==> src/rtl/alu_share_arbiter.sv <==
// Round-robin sharing of one external combinational ALU between two requesters,
// with a single registered response slot tagged to the winning requester.
module alu_share_arbiter (
   input  logic        clk,
   input  logic        rst,
   input  logic        req_valid0,
   input  logic        req_valid1,
   output logic        req_ready0,
   output logic        req_ready1,
   input  logic [3:0]  req_op0,
   input  logic [3:0]  req_op1,
   input  logic [31:0] req_a0,
   input  logic [31:0] req_a1,
   input  logic [31:0] req_b0,
   input  logic [31:0] req_b1,
   output logic [3:0]  alu_ctrl,
   output logic [31:0] alu_a,
   output logic [31:0] alu_b,
   input  logic [31:0] alu_result,
   input  logic        alu_zero,
   output logic        rsp_valid0,
   output logic        rsp_valid1,
   input  logic        rsp_ready0,
   input  logic        rsp_ready1,
   output logic [31:0] rsp_data,
   output logic        rsp_zero,
   output logic        rsp_err
);

   logic full;
   logic owner;
   logic prio;
   logic pop;
   logic slot_free;
   logic grant0;
   logic grant1;
   logic illegal;

   // Handshake: a request transfers in a cycle where req_valid_i and req_ready_i
   // are both high; a response transfers where rsp_valid_i and rsp_ready_i are high.
   assign pop       = full && (owner ? rsp_ready1 : rsp_ready0);
   assign slot_free = !full || pop;

   // Ready is forced low during reset so nothing is accepted while the slot is cleared.
   assign grant0 = !rst && slot_free && req_valid0 && (!req_valid1 || !prio);
   assign grant1 = !rst && slot_free && req_valid1 && (!req_valid0 || prio);

   assign req_ready0 = grant0;
   assign req_ready1 = grant1;

   always_comb begin
      alu_ctrl = 4'b0000;
      alu_a    = '0;
      alu_b    = '0;
      if (grant0) begin
         alu_ctrl = req_op0;
         alu_a    = req_a0;
         alu_b    = req_b0;
      end else if (grant1) begin
         alu_ctrl = req_op1;
         alu_a    = req_a1;
         alu_b    = req_b1;
      end
   end

   // Codes 0101 and 1111 have no ALU meaning; their ALU output is never sampled.
   assign illegal = (alu_ctrl == 4'b0101) || (alu_ctrl == 4'b1111);

   always_ff @(posedge clk or posedge rst) begin
      if (rst) begin
         full     <= 1'b0;
         owner    <= 1'b0;
         prio     <= 1'b0;
         rsp_data <= '0;
         rsp_zero <= 1'b0;
         rsp_err  <= 1'b0;
      end else if (grant0 || grant1) begin
         full     <= 1'b1;
         owner    <= grant1;
         prio     <= !grant1;
         rsp_data <= illegal ? 32'd0 : alu_result;
         rsp_zero <= illegal ? 1'b1 : alu_zero;
         rsp_err  <= illegal;
      end else if (pop) begin
         full <= 1'b0;
      end
   end

   assign rsp_valid0 = full && !owner;
   assign rsp_valid1 = full && owner;

endmodule

==> config.mk <==
export PLATFORM = sky130hd
export DESIGN_NAME = alu_share_arbiter
export DESIGN_NICKNAME = d
export VERILOG_FILES = /design/src/rtl/alu_share_arbiter.sv
export SDC_FILE = /design/constraint.sdc
export NUM_CORES = 1
export LEC_CHECK = 0
export ABC_AREA = 1
export CORE_AREA = 2 2 108 110
export DETAILED_ROUTE_END_ITERATION = 6
export DIE_AREA = 0 0 110 112
export HOLD_SLACK_MARGIN = 0.02
export PLACE_DENSITY = 0.7
export SETUP_SLACK_MARGIN = 0.4
export SYNTH_ARGS = -nofsm -noshare
export SYNTH_HDL_FRONTEND = slang
export SYNTH_SLANG_ARGS = --single-unit
==> constraint.sdc <==
create_clock -name clk -period 3.3 [get_ports clk]
set_input_delay 0.66 -clock clk [delete_from_list [all_inputs] [get_ports clk]]
set_output_delay 0.66 -clock clk [all_outputs]
set_load 0.01 [all_outputs]
Yosys cells after proc, flatten, opt, wreduce, memory -nomap -nowiden --
Cells that the tools add are included.
Word-level totals: register bits after elaboration 37, output and inout bits 106, logic and storage cells 40
Cells by class: equal/unequal tests 2, muxes and demuxes 11, reductions and logical operators 21
Operators by type and width (number):
- $mux W32 | 5
- $logic_and A1 B1 Y1 | 8
- $mux W4 | 2
- $logic_not A1 Y1 | 7
- $logic_or A1 B1 Y1 | 5
- $eq A4 B3 Y1 const B | 1
- $eq A4 B4 Y1 const B | 1
- $mux W1 | 4
- $reduce_bool A2 Y1 | 1

Logic depth before layout (Yosys ltp) --
Gate-level depths: netlist of run 1.
depth after elaboration 11, mapped depth 12, mapped depth without buffers 12

Least setup slack after synthesis of run 1 --
Ideal clock, no wire load.
path kind input to output, start input port rst, end output port alu_a[0], data arrival time 2732 ps, path slack -92 ps, stages 6, cells stage by stage clkinv_1 > nand3_4 > inv_1 > buf_2 > buf_2 > a22o_1
On the way: word-level cells in the longest chain between the ends 6, elaborated cells between the ends (all ways) 8, classes of those cells mux (2); reduce/logical (6)
RTL lines:
- from (decl) | RTL line 5 | input logic rst,
- $logic_not A1 Y1 (no source line) *
- $logic_and A1 B1 Y1 * | RTL line 45, 46
- $logic_and A1 B1 Y1 (2 in series) | RTL line 46 | assign grant1 = !rst && slot_free && req_valid1 && (!req_valid0 || prio);
- $mux W32 | RTL line 59 | end else if (grant1) begin
- $mux W32 * | RTL line 55 | if (grant0) begin
- to (decl) | RTL line 17 | output logic [31:0] alu_a,
Mark *: on every way between the ends. The rest lies on a longest branch, timed or not.

Worst setup path after layout of run 1 --
start input port rsp_ready1, end output port alu_a[5]
On the way: word-level cells in the longest chain between the ends 8, elaborated cells between the ends (all ways) 10, classes of those cells mux (3); reduce/logical (7)
RTL lines:
- from (decl) | RTL line 24 | input logic rsp_ready1,
- $mux W1 * | RTL line 41 | assign pop = full && (owner ? rsp_ready1 : rsp_ready0);
- $logic_and A1 B1 Y1 * | RTL line 41
- $logic_or A1 B1 Y1 * | RTL line 42 | assign slot_free = !full || pop;
- $logic_and A1 B1 Y1 * | RTL line 45, 46
- $logic_and A1 B1 Y1 (2 in series) | RTL line 46
- $mux W32 | RTL line 59
- $mux W32 * | RTL line 55
Marks and branches as above.

==> flow_summary.yaml, run 1 <==
logic_synthesis:
  syn_area_per_cell_sq_um: 8.86
  netlist_instances: 273
  area_share_of_the_leading_cell_type_in_the_synthesized_netlist_pct: 38.3
  synth-compound-area-share_pct: 25.3
  synth_simple_gate_area_share_pct: 28.5
  synth_top_area_cell: "sky130_fd_sc_hd__dfrtp_1"
  yosys-top-cells-area: "sky130_fd_sc_hd__dfrtp_1 (38%), sky130_fd_sc_hd__a22o_1 (23%), sky130_fd_sc_hd__nand2_1 (12%)"
  synth-seq-cells: 37
  synth.yosys.warnings: 0
  synth_top_family_by_area: "simple AND/OR/NAND/NOR gates"
  mappedNetlistNets: 448
  synth-adder-area-share_pct: 0
  synthXorXnorAreaFrac_pct: 0
  synth_cell_types: 21
  yosys-mux-area-fraction_pct: 0
  mappedNetlistArea_sq_mm: 0.00242
  synth_sequential_area_ratio_pct: 38.3
power:
  power_switching_mw: 1.16
  power.switching_fraction_pct: 36.8
  power.ir.vdd_worst_mv: 0.394
  p_int_mw: 1.98
  power.sequential.fraction_pct: 25.5
  combinationalPowerShare_pct: 59.8
  leakage_power_total_nw: 2.63
  cellPowerDensity_mw_per_mm2: 559
  power.share.clock_pct: 14.7
routing:
  vias_per_cell: 4.64
  drt.antenna.violating_nets: 0
  drt_pass1_iterations: 4
  post_dr_wirelength_cell_um: 19.4
  wl_mm: 13.6
  drt_iter0_markers: 143
  remaining_drc_errors: 0
  vias: 3250
clocking:
  clock_insertion_delay_worst_skew_ns: 0.28
  cts_inserted_buffers: 5
  cts.reportedPaths.clkPinSlew_ns: 0.06
  clock_sinks: 37
  clk_root_buffer_cell: "sky130_fd_sc_hd__clkbuf_16"
  holdBufCountCts: 0
  tritoncts: "done"
  cts-htree-levels: 2
  clock_path_buffers: 2
final_layout:
  n_fill_cell: 1041
  layout_commonest_cell: "sky130_fd_sc_hd__clkdlybuf4s50_1"
  fraction_of_final_layout_cells_with_drive_strength_greater_than_1_pct: 13.8
  final_net_count: 731
  areaGrowthSynthToFinish_pct: 132
  most-common-layout-cells: "sky130_fd_sc_hd__clkdlybuf4s50_1 (208), sky130_fd_sc_hd__nand2_1 (78), sky130_fd_sc_hd__a22o_1 (64)"
  final-seq-area_sq_um: 926
  post-route-cell-area_sq_mm: 0.00562
  multi_input_area_sq_mm: 0.00131
sta:
  clock_skew_ns: 0.00891
  fin_setup_tns_ns: 0
  timing.max_slew.rel_slack_pct: 68.8
  slew_violations: 0
  post-route-min-period_ns: 2.84
  unrepaired_setup_endpoints_after_global_routing: "false"
  worst-slew-pin-transition_ns: 0.468
  report.final.setup_viol: 0
  finalHoldViolCount: 0
  fin_crit_sh_pct: 86.1
  max_freq_mhz: 352
floorplanning:
  ioPinCount: 281
  die_area_sq_mm: 0.0123
  std_cell_rows: 39
  die_width_um: 110
  die_height_um: 112
  start_util_pct: 21.6
  coreArea_sq_mm: 0.0112
placed_design:
  dpl_cell_area_sq_mm: 0.00544
  port-buffer-count: 280
  hpwlAfterDp_mm: 11.1
  gpl.final_weighted_congestion: 0.969
global_routing:
  grt_antenna_before_repair: 2
  global_route.overflow_total: 0
  grt.busiest_layer: "met2"
  grt_max_degree: 37
  met2_usage_pct: 37.8
  via_count_of_the_first_global_routing_pass: 3422
  routing_usage_on_met1_pct: 24.0
  grt_pass1_wl_mm: 19.6
  track_usage_pct: 21.5
  grt.met3_usage_pct: 6.62
run_status:
  run_status: "complete, no violations"
worst_setup_path:
  crit_path_max_fanout: 12
  cp.required_ns: 2.64
  timing.critical_path.arrival_ns: 2.18
  critical_setup_path_kind: "primary input to output pin"
  critPathLaunchType: "primary input"
  worst_setup_path_end_kind: "output pin"
min_path:
  hp-class: "flip-flop to flip-flop"
run:
  cap_violations: 0
## cell families (layout without fill, tap and decap cells)
kind of cell / after synthesis / in the layout
compound gates: 69 / 69
flops: 37 / 37
buf+inv: 41 / 324
other cells: 0 / 2
simple gates: 126 / 126
## synthesized netlist by cell type, drive strengths merged
cell type   n
nand4       6
nand2      82
nand3      36
nor2        2
dfrtp      37
o21ai       2
buf        18
inv        16
clkinv      2
clkbuf      5
a22o       64
a21oi       3
## cell type report
| class | instances | area share (%) |
|---|---|---|
| Multi-Input combinational cell | 195 | 23.2 |
| Tap cell | 143 | 3.19 |
| Clock inverter | 1 | 0.156 |
| Sequential cell | 37 | 16.5 |
| Antenna cell | 2 | 0.0891 |
| Clock buffer | 6 | 2.30 |
| Inverter | 18 | 1.52 |
| Timing Repair Buffer | 299 | 53.0 |
## per-layer routing
metal / vias to the layer above / wire length, um
met2: 164 / 6680
met4: 0 / 452
met3: 26 / 1310
li1: 1532 / -
met5: - / 0
met1: 1528 / 5130
## state kept, by name, indices dropped and copies added, names as in the netlist
| name | count |
|---|---|
| full | 1 |
| owner | 1 |
| prio | 1 |
| rsp_data | 32 |
| rsp_err | 1 |
| rsp_zero | 1 |
## stage by stage
stage / total power [mW] / std cells / util, % / setup WS (ns) / hold WS (ns)
global route: 3.36 / 701 / 50.3 / 0.401 / 0.502
global placement: 2.70 / 686 / 48.7 / 0.0423 / 0.461
finish: 3.14 / 701 / 50.3 / 0.457 / 0.477
CTS: 3.18 / 699 / 50.5 / 0.359 / 0.481
floorplan: 1.57 / 273 / - / 0.566 / 0.515
detailed placement: 2.72 / 686 / 48.7 / 0.0161 / 0.464
## repair_timing
item / 4_1_cts / 5_1_grt
resized for setup: 83 / 47
setup buffers: 2 / 0
endpoints found under the setup margin: 70 / 41
pin swaps: 1 / 2
gates cloned: 4 / 0
## power by group through the flow
stage               clock network [mW]  registers, mW  logic, mW
floorplan                            0          0.885      0.683
global placement                     0          0.797       1.90
detailed placement                   0          0.803       1.92
CTS                              0.472          0.804       1.90
global route                     0.497          0.830       2.03
finish                           0.461          0.801       1.88
## final timing paths
check | from | to | slack (ns) | cells after the start
max | rsp_ready1 | alu_a[5] | 0.46 | 8
min in group asynchronous | rst | prio | 0.72 | 3
min reg2reg | rsp_data[13] | rsp_data[13] | 0.48 | 2
max in group asynchronous | rst | rsp_data[12] | 1.92 | 4
max reg2reg | owner | rsp_err | 1.17 | 11
min | rsp_data[13] | rsp_data[13] | 0.48 | 2
## worst max-delay path, stage by stage
cell and delay [ns]:
sky130_fd_sc_hd__clkdlybuf4s50_1 0.47, sky130_fd_sc_hd__nand2_2 0.06, sky130_fd_sc_hd__nand3_4 0.10, sky130_fd_sc_hd__nand3_4 0.12
sky130_fd_sc_hd__inv_8 0.11, sky130_fd_sc_hd__bufbuf_16 0.28, sky130_fd_sc_hd__a22o_1 0.15, sky130_fd_sc_hd__clkdlybuf4s15_2 0.23
Power figures use the tool's default switching activity.
==> inputs of run 2 (changes only) <==
- HOLD_SLACK_MARGIN: 0.02 -> 0.15
==> results of run 2 <==
The final DEF is identical to that of run 1; final timing and power are the same.
